$ cat src/rtl/cnn_layer_accel_pixel_fetch_engine.sv
// Pixel feeder for the CNN layer accelerator quad: answers fetch requests and streams packed
// multi-channel pixel rows from a 1-cycle-latency memory through a 2-entry bypass FIFO.
module cnn_layer_accel_pixel_fetch_engine #(
    parameter int C_PIXEL_WIDTH  = 16,
    parameter int C_NUM_CHANNELS = 8,
    parameter int C_DIM_WIDTH    = 10,
    parameter int C_ADDR_WIDTH   = 20
) (
    input  logic                                    clk_if,
    input  logic                                    rst,
    input  logic                                    start,
    output logic                                    busy,
    output logic                                    done,
    input  logic [C_DIM_WIDTH-1:0]                  num_rows_cfg,
    input  logic [C_DIM_WIDTH-1:0]                  num_cols_cfg,
    input  logic [C_DIM_WIDTH-1:0]                  rows_per_fetch_cfg,
    input  logic [C_ADDR_WIDTH-1:0]                 base_addr_cfg,
    input  logic                                    pad_en_cfg,
    input  logic                                    job_fetch_request,
    output logic                                    job_fetch_ack,
    output logic                                    job_fetch_complete,
    output logic                                    pixel_valid,
    input  logic                                    pixel_ready,
    output logic [C_PIXEL_WIDTH*C_NUM_CHANNELS-1:0] pixel_data,
    output logic                                    mem_rd_en,
    output logic [C_ADDR_WIDTH-1:0]                 mem_rd_addr,
    input  logic [C_PIXEL_WIDTH*C_NUM_CHANNELS-1:0] mem_rd_data
);
    localparam int DW = C_PIXEL_WIDTH * C_NUM_CHANNELS;
    localparam int RW = C_DIM_WIDTH + 1;

    typedef enum logic [2:0] {
        S_IDLE, S_WAIT_REQ, S_ACK, S_STREAM, S_COMPLETE, S_FINISH
    } state_t;

    state_t                  state_q, state_d;
    logic [C_DIM_WIDTH-1:0]  rows_q, rows_d, cols_q, cols_d, rpf_q, rpf_d;
    logic                    pad_q, pad_d;
    logic [C_ADDR_WIDTH-1:0] addr_q, addr_d;
    logic [RW-1:0]           cur_row_q, cur_row_d, beat_q, beat_d;
    logic [C_DIM_WIDTH-1:0]  fetch_row_q, fetch_row_d;
    logic                    issue_done_q, issue_done_d;
    // Stage A: issued, read strobe on the bus. Stage B: data on mem_rd_data (or a pad zero).
    logic                    a_valid_q, a_valid_d, a_pad_q, a_pad_d;
    logic                    b_valid_q, b_valid_d, b_pad_q, b_pad_d;
    logic [DW-1:0]           fifo_mem_q [2];
    logic [DW-1:0]           fifo_mem_d [2];
    logic                    fifo_wr_q, fifo_wr_d, fifo_rd_q, fifo_rd_d;
    logic [1:0]              fifo_cnt_q, fifo_cnt_d;
    logic                    mem_rd_en_q, mem_rd_en_d;
    logic [C_ADDR_WIDTH-1:0] mem_rd_addr_q, mem_rd_addr_d;
    logic                    busy_q, busy_d, done_q, done_d, ack_q, ack_d, complete_q, complete_d;

    logic                    fifo_nonempty, pop, push, fifo_pop, room, issuing, pad_beat, pad_direct, last_row;
    logic [2:0]              outstanding;
    logic [RW-1:0]           row_last;
    logic [DW-1:0]           b_data;

    assign fifo_nonempty = (fifo_cnt_q != 2'd0);
    assign b_data        = b_pad_q ? '0 : mem_rd_data;
    assign pixel_valid   = fifo_nonempty || b_valid_q;
    assign pixel_data    = fifo_nonempty ? fifo_mem_q[fifo_rd_q] : (b_valid_q ? b_data : '0);
    assign pop           = pixel_valid && pixel_ready;
    assign push          = b_valid_q && !(!fifo_nonempty && pop);
    assign fifo_pop      = pop && fifo_nonempty;
    assign outstanding   = {2'b00, a_valid_q} + {2'b00, b_valid_q} + {1'b0, fifo_cnt_q};
    // Count the beat leaving this cycle as already gone so ready-high streaming has no bubbles.
    assign room          = (outstanding - {2'b00, pop}) < 3'd2;
    assign row_last      = pad_q ? ({1'b0, cols_q} + RW'(2)) : {1'b0, cols_q};
    assign pad_beat      = pad_q && ((beat_q == '0) || (beat_q == row_last));
    assign last_row      = (fetch_row_q == rpf_q) || (cur_row_q == {1'b0, rows_q});
    assign issuing       = ((state_q == S_ACK) || (state_q == S_STREAM)) && !issue_done_q && room;
    // A pad may skip stage A only when nothing sits there, otherwise it would overtake a read.
    assign pad_direct    = issuing && pad_beat && !a_valid_q;

    always_comb begin
        state_d      = state_q;
        rows_d       = rows_q;
        cols_d       = cols_q;
        rpf_d        = rpf_q;
        pad_d        = pad_q;
        addr_d       = addr_q;
        cur_row_d    = cur_row_q;
        beat_d       = beat_q;
        fetch_row_d  = fetch_row_q;
        issue_done_d = issue_done_q;

        case (state_q)
            S_IDLE: begin
                if (start) begin
                    state_d      = S_WAIT_REQ;
                    rows_d       = num_rows_cfg;
                    cols_d       = num_cols_cfg;
                    rpf_d        = rows_per_fetch_cfg;
                    pad_d        = pad_en_cfg;
                    addr_d       = base_addr_cfg;
                    cur_row_d    = '0;
                    beat_d       = '0;
                    fetch_row_d  = '0;
                    issue_done_d = 1'b0;
                end
            end
            S_WAIT_REQ: if (job_fetch_request) state_d = S_ACK;
            S_ACK:      state_d = S_STREAM;
            S_STREAM:   if (issue_done_q && (outstanding == 3'd1) && pop) state_d = S_COMPLETE;
            S_COMPLETE: begin
                issue_done_d = 1'b0;
                state_d      = (cur_row_q <= {1'b0, rows_q}) ? S_WAIT_REQ : S_FINISH;
            end
            S_FINISH:   state_d = S_IDLE;
            default:    state_d = S_IDLE;
        endcase

        if (issuing) begin
            if (!pad_beat) addr_d = addr_q + C_ADDR_WIDTH'(1);
            if (beat_q == row_last) begin
                beat_d    = '0;
                cur_row_d = cur_row_q + RW'(1);
                if (last_row) begin
                    fetch_row_d  = '0;
                    issue_done_d = 1'b1;
                end else begin
                    fetch_row_d = fetch_row_q + C_DIM_WIDTH'(1);
                end
            end else begin
                beat_d = beat_q + RW'(1);
            end
        end

        a_valid_d     = issuing && !pad_direct;
        a_pad_d       = issuing && pad_beat;
        b_valid_d     = a_valid_q || pad_direct;
        b_pad_d       = a_valid_q ? a_pad_q : 1'b1;
        mem_rd_en_d   = issuing && !pad_beat;
        mem_rd_addr_d = mem_rd_en_d ? addr_q : mem_rd_addr_q;

        fifo_wr_d = fifo_wr_q ^ push;
        fifo_rd_d = fifo_rd_q ^ fifo_pop;
        case ({push, fifo_pop})
            2'b10:   fifo_cnt_d = fifo_cnt_q + 2'd1;
            2'b01:   fifo_cnt_d = fifo_cnt_q - 2'd1;
            default: fifo_cnt_d = fifo_cnt_q;
        endcase
        for (int i = 0; i < 2; i++) begin
            fifo_mem_d[i] = (push && (fifo_wr_q == i[0])) ? b_data : fifo_mem_q[i];
        end

        busy_d     = (state_d != S_IDLE);
        done_d     = (state_d == S_FINISH);
        ack_d      = (state_d == S_ACK);
        complete_d = (state_d == S_COMPLETE);
    end

    always_ff @(posedge clk_if) begin
        if (rst) begin
            state_q       <= S_IDLE;
            rows_q        <= '0;
            cols_q        <= '0;
            rpf_q         <= '0;
            pad_q         <= 1'b0;
            addr_q        <= '0;
            cur_row_q     <= '0;
            beat_q        <= '0;
            fetch_row_q   <= '0;
            issue_done_q  <= 1'b0;
            a_valid_q     <= 1'b0;
            a_pad_q       <= 1'b0;
            b_valid_q     <= 1'b0;
            b_pad_q       <= 1'b0;
            fifo_wr_q     <= 1'b0;
            fifo_rd_q     <= 1'b0;
            fifo_cnt_q    <= 2'd0;
            for (int i = 0; i < 2; i++) fifo_mem_q[i] <= '0;
            mem_rd_en_q   <= 1'b0;
            mem_rd_addr_q <= '0;
            busy_q        <= 1'b0;
            done_q        <= 1'b0;
            ack_q         <= 1'b0;
            complete_q    <= 1'b0;
        end else begin
            state_q       <= state_d;
            rows_q        <= rows_d;
            cols_q        <= cols_d;
            rpf_q         <= rpf_d;
            pad_q         <= pad_d;
            addr_q        <= addr_d;
            cur_row_q     <= cur_row_d;
            beat_q        <= beat_d;
            fetch_row_q   <= fetch_row_d;
            issue_done_q  <= issue_done_d;
            a_valid_q     <= a_valid_d;
            a_pad_q       <= a_pad_d;
            b_valid_q     <= b_valid_d;
            b_pad_q       <= b_pad_d;
            fifo_wr_q     <= fifo_wr_d;
            fifo_rd_q     <= fifo_rd_d;
            fifo_cnt_q    <= fifo_cnt_d;
            for (int i = 0; i < 2; i++) fifo_mem_q[i] <= fifo_mem_d[i];
            mem_rd_en_q   <= mem_rd_en_d;
            mem_rd_addr_q <= mem_rd_addr_d;
            busy_q        <= busy_d;
            done_q        <= done_d;
            ack_q         <= ack_d;
            complete_q    <= complete_d;
        end
    end

    assign busy               = busy_q;
    assign done               = done_q;
    assign job_fetch_ack      = ack_q;
    assign job_fetch_complete = complete_q;
    assign mem_rd_en          = mem_rd_en_q;
    assign mem_rd_addr        = mem_rd_addr_q;
endmodule

$ cat config.mk
export PLATFORM = sky130hd
export DESIGN_NAME = cnn_layer_accel_pixel_fetch_engine
export DESIGN_NICKNAME = d
export VERILOG_FILES = /design/src/rtl/cnn_layer_accel_pixel_fetch_engine.sv
export SDC_FILE = /design/constraint.sdc
export NUM_CORES = 1
export LEC_CHECK = 0
export ABC_AREA = 1
export BUFFER_PORTS_ARGS = -buffer_cell sky130_fd_sc_hd__buf_4
export CAP_MARGIN = 15
export CORE_MARGIN = 5
export CORE_UTILIZATION = 35
export DETAILED_ROUTE_END_ITERATION = 8
export PLACE_DENSITY = 0.65
export SLEW_MARGIN = 5
export SYNTH_ARGS = -nofsm -noshare
export SYNTH_HDL_FRONTEND = slang
export SYNTH_SLANG_ARGS = --single-unit
$ cat constraint.sdc
create_clock -name clk_if -period 3.8 [get_ports clk_if]
set_input_delay 0.76 -clock clk_if [delete_from_list [all_inputs] [get_ports clk_if]]
set_output_delay 0.76 -clock clk_if [all_outputs]
set_load 0.1 [all_outputs]
==> reports/qor.txt, run 1 <==
Setup Crit Path Kind: flop to output pin
Kind of capture point of the worst setup path: output pin
Resize count post-CTS: 0
Syn avg cell area: 9.132 µm²
Biggest area consumer among synthesized cells: sky130_fd_sc_hd__edfxtp_1
Setup Skew: 0.01617 ns
Chip height: 233.3 µm
Ranking of synthesized cells by area: sky130_fd_sc_hd__edfxtp_1 (44%), sky130_fd_sc_hd__dfxtp_1 (14%), sky130_fd_sc_hd__nor2_1 (7.6%)
Sequence of cells on the critical path: inv_4, buf_4, nor2_1, o22ai_1, buf_4
Crit path max-delay cell type: sky130_fd_sc_hd__inv_4
Core Area: 0.04915 mm²
Cell family with the largest share of critical-path delay: buffers and inverters
Worst Path Buf+Inv: 3
Clock insertion delay at the later pin of the skew report: 0.57 ns
Minimum clock period after layout: 3.463 ns
Overall track demand over capacity in global routing: 17.75%
Via density: 5.159
Synthesized net count: 2117
Row count: 81
Cell leakage power: 8.722 nW
Data required, critical path: 3.04 ns
Cell depth of the worst hold path: 2
Peak ir drop on the vdd network: 0.2762 mV
Flip-flop cell with the highest count after synthesis: sky130_fd_sc_hd__edfxtp_1
Proportion of synthesized chip area in sequential cells: 57.82%
Count of clock tree sinks: 376
Overall power consumption: 9.784 mW
First-iteration detailed-routing DRC count: 1087
Final weighted congestion in routability-driven placement: 0.8453
Max Clock Freq: 288.8 MHz
Layout net count: 2392
Cell count of the worst reg-to-reg path: 11
Final Cycle Share: 91.12%
Ports placed on the boundary: 338
Filler Cells Inserted: 4711
Startpoint of the most critical register-to-register path: b_valid_q
Critical path destination: pixel_data[85]
GRT busiest layer: met2
Initial standard-cell utilization of the core: 35.50%
Detailed-router iteration count before antenna repair: 6
GRT met3 Usage: 5.057%
Least-Margin Pin Slew: 0.8396 ns
Quantity of I/O buffers inserted on ports: 337
Count of state elements after synthesis: 376
Pin count of the biggest net entering global routing: 129
Post-CTS setup-driven buffer insertion count: 0
Mapped Area: 0.01745 mm²
Startpoint kind of the worst setup timing path: flop
Number of global-route vias before repair: 14590
Final number of hold-violating endpoints: 0
Antenna violations before repair: 4
Slew Limit Headroom: 43.94%
Clock H-tree levels: 2
Buffer depth of the longest clock path: 3
Power per cell area: 446.6 mW/mm²
CTS tree: built
Clock transition at the registers of the reported paths: 0.06 ns
Overall via count from detail_route: 14880
Reported max-cap violation count: 0
Setup-violating endpoint count in the final report: 0
Hold buffers post-CTS: 0
CTS Root Cell: sky130_fd_sc_hd__clkbuf_16
Routed wire length per instance: 17.64 µm
Residual DRC: 0
Worst-case setup slack after placement: 0.7509 ns
HPWL after detailed placement: 33440 µm
Critical Path AT: 2.70 ns
Async S/R FF share, synth: 0%
Worst path max stage delay: 0.47 ns
Hold WC Path Type: flop to flop
Relative area change from synthesis to final layout: 25.55%
Cell repeated most along the worst path: sky130_fd_sc_hd__buf_4
Setup TNS after final layout: 0 ns
RSZ-0062 raised after global routing: no
Warnings from Yosys: 0
Fraction of post-synthesis cell area in the top cell type by area: 44.05%
Pins Over Slew Limit: 0
Global Route met1 Usage: 23.38%
Overall routed net length: 50880 µm
Setup slack of the critical path after layout: 0.3373 ns
Number of enable-type register cells in the synthesized netlist: 256
Synthesized instance count: 1911
Global-route wire length before repair: 78430 µm
Netlist cell types: 41
Crit. path cell count: 5
Die footprint: 0.05442 mm²
Antenna Violating Nets Remaining: 0
Status: finished clean
Crit. Startpoint: fifo_rd_q
Overflow left after global routing: 0
Maximum net fanout on the critical path: 40
R2R Path End: cur_row_q[9]
Die width: 233.3 µm
Fraction of layout instances using a drive strength above 1: 21.79%
Global Route met2 Usage: 28.73%
Reg2reg setup slack: 0.72 ns
Number of buffers created by CTS: 41
-- worst min-delay path: stages (launching register included) --
cell and delay [ns]:
sky130_fd_sc_hd__dfxtp_1 0.30, sky130_fd_sc_hd__nor2_1 0.04, sky130_fd_sc_hd__nor2_1 0.07
-- power by group --
group | switching [mW] | internal, mW | total [mW]
registers | 0.112 | 4.56 | 4.67
logic | 0.949 | 0.405 | 1.35
clock network | 1.65 | 2.11 | 3.76
total | 2.71 | 7.07 | 9.78
-- area by class of cell --
cell class              count  area (µm²)  area share (%)
flip-flops and latches    376       10090           46.07
diodes                      3       7.507         0.03427
clock inverters            18       167.7          0.7653
repair buffers            362        2868           13.09
inverters                 102       387.9           1.770
clock buffers              56        1092           4.986
multi-input cells        1303        6461           29.49
well taps                 664       830.8           3.792
-- worst min-delay path by stage --
| stage | to | start | slack (ns) |
|---|---|---|---|
| 2_1_floorplan | b_pad_q | a_pad_q | 0.42 |
| 3_3_place_gp | b_pad_q | a_pad_q | 0.43 |
| 3_5_place_dp | b_pad_q | a_pad_q | 0.43 |
| 4_1_cts | cols_q[0] | num_cols_cfg[0] | 0.43 |
| 5_1_grt | cols_q[2] | num_cols_cfg[2] | 0.45 |
| 6_report | b_pad_q | a_pad_q | 0.45 |
-- placed cells by master (no fill, tap or decap), types with 9 or more instances in the layout --
master | netlist | layout
sky130_fd_sc_hd__nand2_1 | 296 | 293
sky130_fd_sc_hd__clkbuf_16 | 0 | 41
sky130_fd_sc_hd__buf_12 | 2 | 12
sky130_fd_sc_hd__edfxtp_1 | 256 | 256
sky130_fd_sc_hd__nand4_1 | 15 | 15
sky130_fd_sc_hd__xnor2_1 | 13 | 13
sky130_fd_sc_hd__ha_1 | 21 | 21
sky130_fd_sc_hd__a21oi_1 | 77 | 77
sky130_fd_sc_hd__dfxtp_1 | 120 | 119
sky130_fd_sc_hd__buf_4 | 2 | 350
sky130_fd_sc_hd__clkinv_1 | 1 | 9
sky130_fd_sc_hd__o22ai_1 | 133 | 133
sky130_fd_sc_hd__nand3_1 | 75 | 75
sky130_fd_sc_hd__nor3_1 | 16 | 16
sky130_fd_sc_hd__xor2_1 | 31 | 31
sky130_fd_sc_hd__a21oi_2 | 20 | 20
sky130_fd_sc_hd__nor2_1 | 351 | 351
sky130_fd_sc_hd__o21ai_0 | 202 | 201
sky130_fd_sc_hd__clkbuf_1 | 107 | 14
sky130_fd_sc_hd__inv_1 | 95 | 92
sky130_fd_sc_hd__nand2_2 | 22 | 23
-- per-stage QoR --
step / cell area (µm²) / hold WS (ns) / utilization (%) / cells
after floorplan: 17450 / 0.4161 / - / 1911
after global placement: 20640 / 0.4263 / 41.99 / 2807
after detailed placement: 20640 / 0.4291 / 41.99 / 2807
after CTS: 21900 / 0.4267 / 44.56 / 2881
after global routing: 21900 / 0.4485 / 44.56 / 2881
final: 21910 / 0.4470 / 44.57 / 2884
-- cell families after synthesis --
group                      count (synthesis)  synth area share [%]
adders and majority gates                 22                 1.620
muxes                                      1               0.05736
xor gates and xnor gates                  44                 2.208
buffers and inverters                    232                 5.349
and+or+nand+nor                          800                 19.01
AOI/OAI and AO/OA                        436                 13.93
DFF                                      376                 57.82
-- per-layer routing --
layer,wire (µm),vias up
met2,23630,593
li1,-,7130
met4,1221,2
met3,4791,81
met1,21220,7073
met5,20,-
-- sequential cells by signal, summed over array words and instances, names as in the netlist, 2 cells and up --
name,flops
addr_q,20
beat_q,11
cols_q,10
fetch_row_q,10
fifo_cnt_q,2
state_q,3
mem_rd_addr,20
fifo_mem_q,256
cur_row_q,11
rows_q,10
rpf_q,10
-- cells in the mapped netlist, types with 5 or more instances --
cell type and count:
sky130_fd_sc_hd__dfxtp_1 120, sky130_fd_sc_hd__nand4_1 15, sky130_fd_sc_hd__nand2_1 296, sky130_fd_sc_hd__a21oi_1 77
sky130_fd_sc_hd__xnor2_1 13, sky130_fd_sc_hd__o22ai_1 133, sky130_fd_sc_hd__nand3_1 75, sky130_fd_sc_hd__ha_1 21
sky130_fd_sc_hd__buf_1 9, sky130_fd_sc_hd__nand2_2 22, sky130_fd_sc_hd__nor2_1 351, sky130_fd_sc_hd__nor3_1 16
sky130_fd_sc_hd__inv_2 6, sky130_fd_sc_hd__clkbuf_1 107, sky130_fd_sc_hd__buf_2 9, sky130_fd_sc_hd__a21oi_2 20
sky130_fd_sc_hd__xor2_1 31, sky130_fd_sc_hd__inv_1 95, sky130_fd_sc_hd__edfxtp_1 256, sky130_fd_sc_hd__nor4_1 5
sky130_fd_sc_hd__o21ai_0 202
Note: power is estimated with default switching activity, not from simulation.
==> run 2, diff against run 1 <==
- SKIP_CTS_REPAIR_TIMING: unset -> 1
- clock period: 3.8 -> 3.7 ns (I/O delays scaled with it)
==> reports/qor.txt, run 2 (same netlist as run 1, synthesis figures left out) <==
Status: finished clean (unchanged)
Register with the highest flop count: fifo_mem_q (unchanged)
Antenna Violating Nets Remaining: 0 (unchanged)
Leading cell type in the layout, fill and taps excluded: sky130_fd_sc_hd__nor2_1 (unchanged)
Quantity of I/O buffers inserted on ports: 337 (unchanged)
Most frequent cells in the layout: sky130_fd_sc_hd__nor2_1 (351), sky130_fd_sc_hd__buf_4 (348), sky130_fd_sc_hd__nand2_1 (293) (was sky130_fd_sc_hd__nor2_1 (351), sky130_fd_sc_hd__buf_4 (350), sky130_fd_sc_hd__nand2_1 (293))
Routed wire length per instance: 17.61 µm (was 17.64 µm)
Die footprint: 0.05442 mm² (unchanged)
Peak ir drop on the vdd network: 0.2724 mV (was 0.2762 mV)
Multi-input combinational cell area: 0.006461 mm² (unchanged)
Buffer depth of the longest clock path: 3 (unchanged)
Minimum clock period after layout: 3.469 ns
Flip-flop count of the largest register after layout: 256 (unchanged)
Slew Limit Headroom: 45.53% (was 43.94%)
Global-route wire length before repair: 77380 µm (was 78430 µm)
Clock transition at the registers of the reported paths: 0.06 ns (about the same)
Setup slack of the critical path after layout: 0.2308 ns (was 0.3373 ns)
Setup Skew: 0.01888 ns (was 0.01617 ns)
Cell count of the worst reg-to-reg path: 11 (unchanged)
Chip height: 233.3 µm (unchanged)
Reg2reg setup slack: 0.82 ns (was 0.72 ns)
Relative area change from synthesis to final layout: 25.57% (was 25.55%)
Overflow left after global routing: 0 (unchanged)
Maximum net fanout on the critical path: 83 (was 40)
Count of clock tree sinks: 376 (unchanged)
Internal power consumption: 7.346 mW (was 7.073 mW)
Power per cell area: 461.8 mW/mm² (was 446.6 mW/mm²)
Net switching component of the power: 2.774 mW (was 2.711 mW)
Sequential cell area: 0.01009 mm² (unchanged)
Residual DRC: 0 (unchanged)
Cell family with the largest share of critical-path delay: buffers and inverters (unchanged)
Antenna violations before repair: 4 (unchanged)
Clock H-tree levels: 2 (unchanged)
Row count: 81 (unchanged)
Crit. path cell count: 6 (was 5)
Overall routed net length: 50730 µm (was 50880 µm)
Layout net count: 2390 (was 2392)
Final Cycle Share: 93.76%
Worst Path Buf+Inv: 3 (unchanged)
Critical Path AT: 2.73 ns (was 2.70 ns)
Via density: 5.166 (was 5.159)
Reported max-cap violation count: 0 (unchanged)
Initial standard-cell utilization of the core: 35.50% (unchanged)
Comb power frac: 13.6% (was 13.8%)
Final weighted congestion in routability-driven placement: 0.8284 (was 0.8453)
HPWL after detailed placement: 33440 µm (about the same)
Crit path max-delay cell type: sky130_fd_sc_hd__buf_4 (was sky130_fd_sc_hd__inv_4)
Final core area utilization: 44.58% (was 44.57%)
Fraction of power consumed by the clock network: 39.0% (was 38.4%)
Hold WC Path Type: input port to flop (was flop to flop)
Overall track demand over capacity in global routing: 17.59% (was 17.75%)
Data required, critical path: 2.96 ns (was 3.04 ns)
Sequence of cells on the critical path: inv_1, nand2_4, buf_4, o21ai_0, o22ai_1, buf_4 (was inv_4, buf_4, nor2_1, o22ai_1, buf_4)
Clock insertion delay at the later pin of the skew report: 0.56 ns (was 0.57 ns)
First-iteration detailed-routing DRC count: 1105 (was 1087)
Core Area: 0.04915 mm² (unchanged)
Critical path destination: pixel_data[54] (was pixel_data[85])
Startpoint of the most critical register-to-register path: b_valid_q (unchanged)
Detailed-router iteration count before antenna repair: 5 (was 6)
Cell leakage power: 8.742 nW (was 8.722 nW)
Number of global-route vias before repair: 14270 (was 14590)
RSZ-0062 raised after global routing: no (unchanged)
Worst-case setup slack after placement: 0.8303 ns (was 0.7509 ns)
Sequential power share: 47.4% (was 47.7%)
Cell repeated most along the worst path: sky130_fd_sc_hd__buf_4 (unchanged)
Startpoint kind of the worst setup timing path: flop (unchanged)
Overall via count from detail_route: 14880 (about the same)
Final number of hold-violating endpoints: 0 (unchanged)
Crit. Startpoint: fifo_cnt_q[0] (was fifo_rd_q)
Setup-violating endpoint count in the final report: 0 (unchanged)
Least-Margin Pin Slew: 0.8159 ns (was 0.8396 ns)
CTS tree: built (unchanged)
Worst path max stage delay: 0.58 ns (was 0.47 ns)
Total cell area at the placement stage: 0.02063 mm² (was 0.02064 mm²)
Ports placed on the boundary: 338 (unchanged)
Die width: 233.3 µm (unchanged)
R2R Path End: cur_row_q[8] (was cur_row_q[9])
Kind of capture point of the worst setup path: output pin (unchanged)
Pin count of the biggest net entering global routing: 84 (was 129)
Number of buffers created by CTS: 41 (unchanged)
Setup TNS after final layout: 0 ns (unchanged)
Setup Crit Path Kind: flop to output pin (unchanged)
Max Clock Freq: 288.2 MHz
Switch share: 27.41% (was 27.71%)
Post-route design area: 0.02191 mm² (about the same)
CTS Root Cell: sky130_fd_sc_hd__clkbuf_16 (unchanged)
Fraction of layout instances using a drive strength above 1: 22.03% (was 21.79%)
Filler Cells Inserted: 4767 (was 4711)
Pins Over Slew Limit: 0 (unchanged)
-- run 2: per-stage QoR --
step / std cells / hold slack [ns] / power, mW
global placement: 2805 / 0.4346 / 6.249
global route: 2879 / 0.4265 / 10.54
detailed placement: 2805 / 0.4567 / 6.266
finish: 2881 / 0.4408 / 10.12
floorplan: 1911 / 0.4161 / 5.814
CTS: 2879 / 0.4020 / 10.22
-- run 2: how the worst min path moves through the flow --
stage               cells after the start        end  slack, ns       startpoint
floorplan                               2    b_pad_q       0.42          a_pad_q
global placement                        2    b_pad_q       0.43          a_pad_q
detailed placement                      2  rows_q[3]       0.46        rows_q[3]
CTS                                     3  cols_q[2]       0.40  num_cols_cfg[2]
global route                            3  cols_q[0]       0.43  num_cols_cfg[0]
finish                                  3  cols_q[2]       0.44  num_cols_cfg[2]
-- run 2: layer usage --
layer,wire (µm),track usage [%]
met1,21650,23.61
met2,23120,28.01
met3,4716,5.008
met4,1218,4.818
met5,27,0
-- run 2: area by class of cell --
| class | instances | area share [%] |
|---|---|---|
| inverters | 102 | 1.770 |
| diodes | 2 | 0.02284 |
| well taps | 664 | 3.791 |
| clock inverters | 25 | 0.8851 |
| clock buffers | 49 | 4.962 |
| flip-flops and latches | 376 | 46.06 |
| multi-input cells | 1303 | 29.49 |
| repair buffers | 360 | 13.02 |
-- run 2: power groups by stage --
stage,Sequential [mW],Combinational (mW),Clock [mW]
finish,4.80,1.38,3.94
global route,4.82,1.49,4.23
CTS,4.80,1.39,4.03
detailed placement,4.88,1.38,0
global placement,4.88,1.37,0
floorplan,4.92,0.898,0
-- run 2: worst reg2reg max path: stages, from the launching register on --
cell and delay [ns]:
sky130_fd_sc_hd__dfxtp_1 0.35, sky130_fd_sc_hd__fa_1 0.40, sky130_fd_sc_hd__ha_1 0.28, sky130_fd_sc_hd__inv_1 0.05, sky130_fd_sc_hd__ha_1 0.20, sky130_fd_sc_hd__xnor2_1 0.13
sky130_fd_sc_hd__and3_1 0.25, sky130_fd_sc_hd__inv_1 0.09, sky130_fd_sc_hd__nor2_4 0.43, sky130_fd_sc_hd__inv_2 0.28, sky130_fd_sc_hd__o21ai_0 0.23, sky130_fd_sc_hd__a21oi_1 0.06
==> run 3, diff against run 2 <==
- RECOVER_POWER: unset -> 25
- clock period: 3.7 -> 3.4 ns (I/O delays scaled with it)
==> reports/qor.txt, run 3 (same netlist as run 1, synthesis figures left out) <==
Power per cell area: 506.4 mW/mm² (was 461.8 mW/mm²)
Worst path max stage delay: 0.42 ns (was 0.58 ns)
Residual DRC: 0 (unchanged)
Detailed-router iteration count before antenna repair: 5 (unchanged)
Overflow left after global routing: 0 (unchanged)
RSZ-0062 raised after global routing: yes (was no)
Final weighted congestion in routability-driven placement: 0.8255 (was 0.8284)
Final core area utilization: 44.96% (was 44.58%)
Data required, critical path: 2.72 ns (was 2.96 ns)
Final number of hold-violating endpoints: 0 (unchanged)
Layout net count: 2404 (was 2390)
Ports placed on the boundary: 338 (unchanged)
Cell leakage power: 8.825 nW (was 8.742 nW)
Slew Limit Headroom: -88.54% (was 45.53%)
Chip height: 233.3 µm (unchanged)
Kind of capture point of the worst setup path: output pin (unchanged)
Cell depth of the worst hold path: 3 (unchanged)
Antenna violations before repair: 2 (was 4)
Pins Over Slew Limit: 130 (was 0)
Relative area change from synthesis to final layout: 26.63% (was 25.57%)
Via density: 5.166 (about the same)
Crit. Startpoint: fifo_cnt_q[0] (unchanged)
Overall routed net length: 52240 µm (was 50730 µm)
Failing checks: capacitance limit, slew limit
Maximum net fanout on the critical path: 116 (was 83)
CTS Root Cell: sky130_fd_sc_hd__clkbuf_16 (unchanged)
Final Cycle Share: 97.71%
Max Clock Freq: 301.0 MHz
Total cell area at the placement stage: 0.02074 mm² (was 0.02063 mm²)
Reported max-cap violation count: 2 (was 0)
Post-route design area: 0.02210 mm² (was 0.02191 mm²)
Cell count of the worst reg-to-reg path: 14 (was 11)
Quantity of I/O buffers inserted on ports: 337 (unchanged)
Antenna Violating Nets Remaining: 0 (unchanged)
Clock transition at the registers of the reported paths: 0.06 ns (about the same)
Pin count of the biggest net entering global routing: 117 (was 84)
Crit path max-delay cell type: sky130_fd_sc_hd__dfxtp_1 (was sky130_fd_sc_hd__buf_4)
Number of global-route vias before repair: 14250 (was 14270)
Setup Skew: 0.01938 ns (was 0.01888 ns)
Die width: 233.3 µm (unchanged)
Setup Crit Path Kind: flop to output pin (unchanged)
Routed wire length per instance: 18.04 µm (was 17.61 µm)
Startpoint kind of the worst setup timing path: flop (unchanged)
Die footprint: 0.05442 mm² (unchanged)
Sequence of cells on the critical path: inv_1, nand2_4, buf_16, o21ai_0, o22ai_1, buf_4 (was inv_1, nand2_4, buf_4, o21ai_0, o22ai_1, buf_4)
HP Start: num_cols_cfg[2] (unchanged)
Register with the highest flop count: fifo_mem_q (unchanged)
Setup-violating endpoint count in the final report: 0 (unchanged)
Clock insertion delay at the later pin of the skew report: 0.56 ns (about the same)
Core Area: 0.04915 mm² (unchanged)
Most frequent cells in the layout: sky130_fd_sc_hd__buf_4 (355), sky130_fd_sc_hd__nor2_1 (351), sky130_fd_sc_hd__nand2_1 (293) (was sky130_fd_sc_hd__nor2_1 (351), sky130_fd_sc_hd__buf_4 (348), sky130_fd_sc_hd__nand2_1 (293))
Peak ir drop on the vdd network: 0.4743 mV (was 0.2724 mV)
Leading cell type in the layout, fill and taps excluded: sky130_fd_sc_hd__buf_4 (was sky130_fd_sc_hd__nor2_1)
Row count: 81 (unchanged)
Fraction of layout instances using a drive strength above 1: 22.51% (was 22.03%)
First-iteration detailed-routing DRC count: 1199 (was 1105)
Hold WC Path Type: input port to flop (unchanged)
HPWL after detailed placement: 34810 µm (was 33440 µm)
Minimum clock period after layout: 3.322 ns
Clock H-tree levels: 2 (unchanged)
Least-Margin Pin Slew: 2.828 ns (was 0.8159 ns)
Buffer depth of the longest clock path: 3 (unchanged)
Number of buffers created by CTS: 42 (was 41)
Startpoint of the most critical register-to-register path: fifo_cnt_q[0] (was b_valid_q)
Flip-flop count of the largest register after layout: 256 (unchanged)
Status: finished with violations (was finished clean)
Critical Path AT: 2.64 ns (was 2.73 ns)
Overall via count from detail_route: 14960 (was 14880)
Count of clock tree sinks: 376 (unchanged)
CTS tree: built (unchanged)
Overall track demand over capacity in global routing: 18.06% (was 17.59%)
Global-route wire length before repair: 78470 µm (was 77380 µm)
Setup TNS after final layout: 0 ns (unchanged)
Initial standard-cell utilization of the core: 35.50% (unchanged)
## run 3: through the flow
stage          instances  setup WS (ns)  hold WS (ns)  power [mW]
2_1_floorplan       1911        0.06129        0.4161       6.327
3_3_place_gp        2818         0.6533        0.4305       6.821
3_5_place_dp        2818         0.5084        0.4409       6.843
4_1_cts             2894        0.02992        0.2748       11.30
5_1_grt             2894      -0.001438        0.3621       11.65
6_report            2895        0.07795        0.3751       11.19
## run 3: worst max-delay path, delay by kind of cell (launching register included)
family,cells,cell delay (ns)
and+or+nand+nor,1,0.21
buffers and inverters,3,0.78
DFF,1,0.42
AOI/OAI and AO/OA,2,0.48
## run 3: area by class of cell
class	count	area [µm²]
flip-flops and latches	376	10090
repair buffers	373	2968
inverters	102	387.9
clock buffers	56	1165
well taps	664	830.8
diodes	1	2.502
clock inverters	20	180.2
multi-input cells	1303	6470
fillers	4694	27060
## run 3: worst paths after layout
path                    end  slack (ns)
min reg2reg         b_pad_q        0.46
min               cols_q[2]        0.38
max reg2reg  fetch_row_q[1]        0.31
max          pixel_data[14]        0.08
## run 3: power breakdown
part	internal [mW]	total (mW)	switching [mW]
Clock	2.57	4.44	1.86
Combinational	0.461	1.53	1.07
Sequential	5.09	5.22	0.124
Total	8.13	11.2	3.06
## run 3: per-layer routing
metal | GRT usage (%) | share of wire (%) | wire length (µm)
met1 | 24.26 | 42 | 22050
met2 | 29.34 | 46 | 24220
met3 | 4.595 | 9.2 | 4816
met5 | 0 | 0.025 | 13
met4 | 4.578 | 2.2 | 1145
